===== config.mk =====
export PLATFORM = sky130hd
export DESIGN_NAME = button_event_arbiter
export DESIGN_NICKNAME = d
export VERILOG_FILES = /design/src/rtl/button_event_arbiter.sv
export SDC_FILE = /design/constraint.sdc
export NUM_CORES = 1
export LEC_CHECK = 0
export CAP_MARGIN = 10
export CORE_AREA = 5 5 65 67
export DETAILED_ROUTE_END_ITERATION = 16
export DIE_AREA = 0 0 70 72
export PLACE_DENSITY_LB_ADDON = 0.2
export REMOVE_ABC_BUFFERS = 1
export SLEW_MARGIN = 30
export SYNTH_ARGS = -nofsm -noshare
export SYNTH_HDL_FRONTEND = slang
export SYNTH_SLANG_ARGS = --single-unit
export TNS_END_PERCENT = 10

===== constraint.sdc =====
create_clock -name clk -period 1.5 [get_ports clk]
set_input_delay 0.3 -clock clk [delete_from_list [all_inputs] [get_ports clk]]
set_output_delay 0.3 -clock clk [all_outputs]
set_load 0.005 [all_outputs]

===== src/rtl/button_event_arbiter.sv =====
// button_event_arbiter: debounces N synchronized inputs and round-robins their press/release
// events onto one valid/ready port.
module button_event_arbiter #(
    parameter int channels = 4,
    parameter int debounce_cycles = 16,
    localparam int cnt_w = $clog2(debounce_cycles),
    localparam int cw = $clog2(channels)
) (
    input  logic                clk,
    input  logic                reset_n,
    input  logic [channels-1:0] sync_input,
    input  logic                event_ready,
    output logic                event_valid,
    output logic [cw-1:0]       event_channel,
    output logic                event_press,
    output logic [channels-1:0] debounced_state,
    output logic                overflow
);
    typedef enum logic {IDLE, OFFER} state_t;
    localparam logic [cnt_w-1:0] cnt_max = cnt_w'(debounce_cycles - 1);
    state_t              state;
    logic [cnt_w-1:0]    cnt [channels];
    logic [channels-1:0] strobe, pending, pending_level, grant;
    logic [cw-1:0]       rr, sel, idx;
    logic                found;
    always_comb begin
        strobe = '0;
        for (int k = 0; k < channels; k++)
            strobe[k] = (sync_input[k] != debounced_state[k]) && (cnt[k] == cnt_max);
    end
    // first pending channel at or after rr, wrapping
    always_comb begin
        sel = '0;
        idx = '0;
        found = 1'b0;
        grant = '0;
        for (int k = 0; k < channels; k++) begin
            idx = cw'((int'(rr) + k) % channels);
            if (!found && pending[idx]) begin
                sel = idx;
                found = 1'b1;
            end
        end
        if (state == IDLE && found) grant[sel] = 1'b1;
    end
    always_ff @(posedge clk or negedge reset_n) begin
        if (!reset_n) begin
            for (int k = 0; k < channels; k++) cnt[k] <= '0;
            debounced_state <= '0;
            pending <= '0;
            pending_level <= '0;
            overflow <= 1'b0;
        end else begin
            for (int k = 0; k < channels; k++)
                cnt[k] <= (sync_input[k] == debounced_state[k] || strobe[k]) ? '0 : cnt[k] + 1'b1;
            debounced_state <= debounced_state ^ strobe;
            pending <= (pending & ~grant) | strobe;
            pending_level <= (pending_level & ~strobe) | (sync_input & strobe);
            // a channel being granted this edge has already vacated its pending slot
            overflow <= |(strobe & pending & ~grant);
        end
    end
    always_ff @(posedge clk or negedge reset_n) begin
        if (!reset_n) begin
            state <= IDLE;
            rr <= '0;
            event_valid <= 1'b0;
            event_channel <= '0;
            event_press <= 1'b0;
        end else if (state == IDLE) begin
            if (found) begin
                event_channel <= sel;
                event_press <= pending_level[sel];
                event_valid <= 1'b1;
                state <= OFFER;
            end
        end else if (event_ready) begin
            event_valid <= 1'b0;
            rr <= (event_channel == cw'(channels - 1)) ? '0 : event_channel + 1'b1;
            state <= IDLE;
        end
    end
endmodule


==> flow_metrics.tcl, run 1 <==
set metrics [dict create \
    p_per_area_nw_per_um2 1430 \
    crit_path_start_kind "flop" \
    hold_violations 0 \
    hold_class "in2async" \
    fin_crit_ns 1.68 \
    failed_checks "setup timing" \
    synthFlopType "dfrtp_1" \
    yosysSeqAreaShare_pct 52.1 \
    wl_met1_um 1640 \
    dr_wl_met2_um 1810 \
    dp_hpwl_um 2690 \
    p_leak_nw 1.11 \
    die-area_um2 5040 \
    routed_wl_um 3650 \
    internal-power_mw 2.19 \
    cts.path.max_buffers 2 \
    drive_gt1_share_pct 25.3 \
    cts_tree "yes" \
    core_region_area_um2 3580 \
    synth_common_cells "36 x dfrtp_1, 24 x nand2_1, 20 x nor2_1" \
    netSwitchingFraction_pct 34.0 \
    worstReg2RegStart "pending[2]$_DFF_PN0_" \
    grt_max_degree 37 \
    track_usage_pct 16.5 \
    dp.cells 260 \
    netlist.top_cell.by_area "dfrtp_1" \
    dr_wl_met3_um 130 \
    ff2ff_setup_slack_ns -0.18 \
    clock_latency_ns 0.34 \
    maxSlewHeadroom_pct 74.2 \
    grt_overflow_total 0 \
    firstDrtPassIters 4 \
    status "complete, but fails checks" \
    synth_area_leaders "dfrtp_1 52%, nand2_1 5.2%, xor2_1 4.6%" \
    clock_skew_ns 0.0102 \
    seqPwrFrac_pct 40.1 \
    ys_warn_count 0 \
    setup_ws_ns -0.181 \
    dpl_cell_area_um2 2180 \
    fin_cells 269 \
    worst_ep_required_time_ns 1.77 \
    io_buffers 15 \
    num_vias 1401 \
    finalSetupViolations 8 \
    yosysMostFrequentCell "dfrtp_1" \
    path_clk_slew_ns 0.11 \
    crit_path_max_fanout 6 \
    ios 16 \
    htree_levels 2 \
    fmaxAchievable_mhz 595 \
    rsz0062_at_grt "true" \
    clockPowerShare_pct 20.4 \
    synth_area_um2 1730 \
    area.growth.synth_to_final_pct 33.8 \
    root_buffer "clkbuf_4" \
    antenna_left 0 \
    via_per_inst 5.21 \
    synth-edff-count 0 \
    worstRegToRegCells 6 \
    dr.max_layer_used "met4" \
    syn_inst 167 \
    avgRoutedWirePerCell_um 13.6 \
    p_comb_share_pct 39.5 \
    antenna-diode-count 0 \
    antenna_found_initial 0 \
    cts.sink_count 36 \
    synthArstFlopShare_pct 100 \
    slew_violations 0 \
    cts_inserted_buffers 5 \
    synth.distinct_cells 35 \
    worst-slew-pin-transition_ns 0.387 \
    fin_nets 232 \
    num_rows 22 \
    critPathKind "reg2reg" \
    first_iter_violations 55 \
    drv_cap 0 \
    crit_arrival_ns 1.95 \
    cts_hold_buffers 0 \
    die_h_um 72 \
    first_global_vias 1465 \
    r2r_end "overflow$_DFF_PN0_" \
    gp_congestion 0.876 \
    stdcell_area_um2 2310 \
    fp.dieW_um 70 \
    ys_ff_latch 36 \
    fin_crit_sh_pct 112 \
    vdd_drop_max_mv 0.813 \
    initial_core_util_pct 48.4 \
    p_sw_mw 1.13 \
    end_kind "flop" \
    syn_area_per_cell_um2 10.4 \
    grt_pass1_wl_um 6600 \
    synth_top_area_share_pct 52.1 \
    drcViolationCount 0 \
]
==> logic make-up (layout without fill, tap and decap cells) <==
group | Yosys count | after routing | synth area share, %
multiplexers | 6 | 6 | 3.76
AND/OR/NAND/NOR | 73 | 73 | 19.6
AO/OA/AOI/OAI | 29 | 29 | 12.9
adder cells (fa/ha/maj) | 5 | 5 | 3.62
XOR/XNOR | 13 | 13 | 6.58
flip-flops | 36 | 36 | 52.1
buffers and inverters | 5 | 59 | 1.52
==> power by group through the flow <==
stage | logic [mW] | clock network, mW | registers [mW]
2_1_floorplan | 0.584 | 0 | 1.31
3_3_place_gp | 1.18 | 0 | 1.32
3_5_place_dp | 1.22 | 0 | 1.34
4_1_cts | 1.30 | 0.687 | 1.33
5_1_grt | 1.44 | 0.741 | 1.36
6_report | 1.31 | 0.676 | 1.33
==> layout make-up <==
type,count,area (um^2)
Tap cell,48,60.1
Fill cell,294,1260
Timing Repair Buffer,48,404
Inverter,3,11.3
Clock buffer,6,41.3
Sequential cell,36,901
Clock inverter,2,35.0
Multi-Input combinational cell,126,862
==> through the flow <==
step           TNS (ns)  utilization [%]  hold WS, ns  setup WS (ns)  power [mW]
6_report         -0.720             64.7        0.322         -0.181        3.32
5_1_grt           -1.28             64.7        0.327         -0.230        3.54
4_1_cts          -0.705             64.3        0.330         -0.164        3.31
3_5_place_dp      -1.12             60.9        0.462         -0.318        2.56
3_3_place_gp     -0.886             60.9        0.439         -0.232        2.50
2_1_floorplan    -0.390                -      0.00441         -0.145        1.89
==> how the worst max path moves through the flow <==
stage | cells past startpoint | slack (ns) | endpoint | start
after global placement | 6 | -0.23 | overflow$_DFF_PN0_ | sync_input[1]
after floorplan | 5 | -0.15 | event_press$_DFFE_PN0N_ | rr[1]$_DFFE_PN0P_
after global routing | 5 | -0.23 | overflow$_DFF_PN0_ | rr[1]$_DFFE_PN0P_
after CTS | 5 | -0.16 | overflow$_DFF_PN0_ | rr[1]$_DFFE_PN0P_
after detailed placement | 6 | -0.32 | overflow$_DFF_PN0_ | sync_input[1]
final | 6 | -0.18 | overflow$_DFF_PN0_ | pending[2]$_DFF_PN0_
==> placed cells by master, fill, tap and decap left out, types with 2 or more instances in the layout <==
cell	count
clkdlybuf4s50_1	6
clkbuf_4	5
nor2b_1	3
and2_1	2
o21ai_1	2
nand2_1	23
nand2b_1	5
buf_4	31
nand3_1	8
a21oi_1	2
inv_1	3
o21ai_0	7
dfrtp_1	36
xnor2_1	4
ha_1	5
dlygate4sd2_1	8
mux2_2	4
and3_1	6
o31ai_1	3
nor2_1	20
mux2i_1	2
xor2_1	9
==> timing repair <==
| action | 4_1_cts | 5_1_grt |
|---|---|---|
| gates resized for setup | 20 | 5 |
| endpoints found under the hold margin | 0 | 0 |
| endpoints found under the setup margin | 17 | 9 |
| pin swaps | 2 | 6 |
| setup buffers | 1 | 0 |
==> worst max-delay path, cell delays in order, from the launching register on <==
cell,delay (ns)
dfrtp_1,0.45
nor2b_1,0.16
a221o_1,0.33
buf_4,0.15
and3_1,0.13
mux2_2,0.26
o221ai_2,0.13
==> routing by layer <==
metal	vias up	track usage, %
met3	9	3.46
met1	683	20.0
met4	0	7.66
met2	20	28.3
met5	-	0
li1	689	-
No activity file was read; power rests on OpenSTA's default activity.
==> run 2, diff against run 1 <==
--- a/config.mk
+++ b/config.mk
@@ -11,6 +11,7 @@
 export DIE_AREA = 0 0 70 72
 export PLACE_DENSITY_LB_ADDON = 0.2
 export REMOVE_ABC_BUFFERS = 1
+export SKIP_LAST_GASP = 1
 export SLEW_MARGIN = 30
 export SYNTH_ARGS = -nofsm -noshare
 export SYNTH_HDL_FRONTEND = slang
==> flow_metrics.tcl, run 2 (same netlist as run 1, synthesis figures left out) <==
set metrics [dict create \
    fin_cells 270 \
    antenna_left 0 \
    htree_levels 2 \
    antenna-diode-count 0 \
    track_usage_pct 16.5 \
    avgRoutedWirePerCell_um 13.4 \
    clock_latency_ns 0.34 \
    ff_latch_area_um2 901 \
    setup_ws_ns -0.178 \
    io_buffers 15 \
    dp_hpwl_um 2690 \
    status "complete, but fails checks" \
    vdd_drop_max_mv 0.812 \
    cts.sink_count 36 \
    fmaxAchievable_mhz 596 \
    maxSlewHeadroom_pct 73.6 \
    cts_tree "yes" \
    worst-slew-pin-transition_ns 0.396 \
    place_ws_ns -0.318 \
    grt_max_degree 37 \
    num_rows 22 \
    grt_overflow_total 0 \
    first_global_vias 1467 \
    fp.dieW_um 70 \
    path_clk_slew_ns 0.11 \
    critPathKind "reg2reg" \
    die_h_um 72 \
    core_region_area_um2 3580 \
    die-area_um2 5040 \
    gp_congestion 0.876 \
    final_common_cell "dfrtp_1" \
    worstReg2RegStart "pending[2]$_DFF_PN0_" \
    drv_cap 0 \
    crit_arrival_ns 1.95 \
    worstRegToRegCells 6 \
    cts_hold_buffers 0 \
    met1_usage_pct 20.0 \
    use_met3_pct 3.46 \
    hold_class "in2async" \
    fin_crit_sh_pct 112 \
    ff2ff_setup_slack_ns -0.18 \
    fin_crit_ns 1.68 \
    grt.busiest_layer "met2" \
    drive_gt1_share_pct 26.1 \
    multi_input_area_um2 865 \
    use_met2_pct 28.3 \
    p_per_area_nw_per_um2 1440 \
    drcViolationCount 0 \
    first_iter_violations 65 \
    ios 16 \
    crit_path_max_fanout 6 \
    num_vias 1421 \
    finalSetupViolations 16 \
    rsz0062_at_grt "true" \
    dp.cells 260 \
    via_per_inst 5.26 \
    antenna_found_initial 0 \
    root_buffer "clkbuf_4" \
    crit_path_start_kind "flop" \
    worst_ep_required_time_ns 1.77 \
    final_cell_mix "36 x dfrtp_1, 33 x buf_4, 23 x nand2_1" \
    fin_nets 233 \
    routed_wl_um 3630 \
    clock_skew_ns 0.00836 \
    fill_cells 284 \
    initial_core_util_pct 48.4 \
    cts_inserted_buffers 5 \
    area.growth.synth_to_final_pct 34.7 \
    end_kind "flop" \
    grt_pass1_wl_um 6600 \
    p_leak_nw 1.10 \
    hold_violations 0 \
    cts.path.max_buffers 2 \
    failed_checks "setup timing" \
    r2r_end "overflow$_DFF_PN0_" \
    firstDrtPassIters 4 \
    slew_violations 0 \
]
run 2: layout make-up:
| type | count | area share (%) |
|---|---|---|
| Clock inverter | 2 | 1.50 |
| Multi-Input combinational cell | 126 | 37.1 |
| Inverter | 3 | 0.483 |
| Clock buffer | 6 | 1.77 |
| Sequential cell | 36 | 38.6 |
| Timing Repair Buffer | 49 | 17.9 |
| Tap cell | 48 | 2.58 |
run 2: worst max path at each step:
stage               slack (ns)            startpoint  cells past startpoint                      end
global route             -0.23     rr[1]$_DFFE_PN0P_                      5       overflow$_DFF_PN0_
global placement         -0.23         sync_input[1]                      6       overflow$_DFF_PN0_
finish                   -0.18  pending[2]$_DFF_PN0_                      6       overflow$_DFF_PN0_
CTS                      -0.16     rr[1]$_DFFE_PN0P_                      5       overflow$_DFF_PN0_
floorplan                -0.15     rr[1]$_DFFE_PN0P_                      5  event_press$_DFFE_PN0N_
detailed placement       -0.32         sync_input[1]                      6       overflow$_DFF_PN0_
run 2: metrics by stage:
stage | total power, mW | TNS (ns) | hold WS (ns) | cell area, um^2 | util [%]
floorplan | 1.89 | -0.390 | 0.00441 | 1720 | -
global placement | 2.50 | -0.886 | 0.439 | 2180 | 60.9
detailed placement | 2.56 | -1.12 | 0.462 | 2180 | 60.9
CTS | 3.34 | -1.63 | 0.330 | 2310 | 64.5
global route | 3.59 | -2.66 | 0.327 | 2330 | 65.1
finish | 3.35 | -1.33 | 0.329 | 2330 | 65.1
run 2: critical path, stage by stage (launching register included):
cell      delay, ns
dfrtp_1        0.44
nor2b_2        0.17
a221o_1        0.32
buf_4          0.15
and3_1         0.13
mux2_2         0.26
o221ai_2       0.13
run 2: repair_timing:
action,CTS,global route
setup endpoints to repair,17,17
gates resized for setup,9,4
buffers inserted,1,1
pin swaps,2,3
hold endpoints to repair,0,0
run 2: report_power, final:
part	internal (mW)	leakage [nW]	switching, mW
clock	0.349	0.0422	0.321
sequential	1.13	0.440	0.203
combinational	0.746	0.619	0.602
total	2.23	1.10	1.13
run 2: routing by layer:
layer	wire (um)	up-vias	part of all wire, %
li1	-	688	-
met1	1580	701	44
met2	1820	22	50
met3	143	10	3.9
met4	84	0	2.3
met5	0	-	0
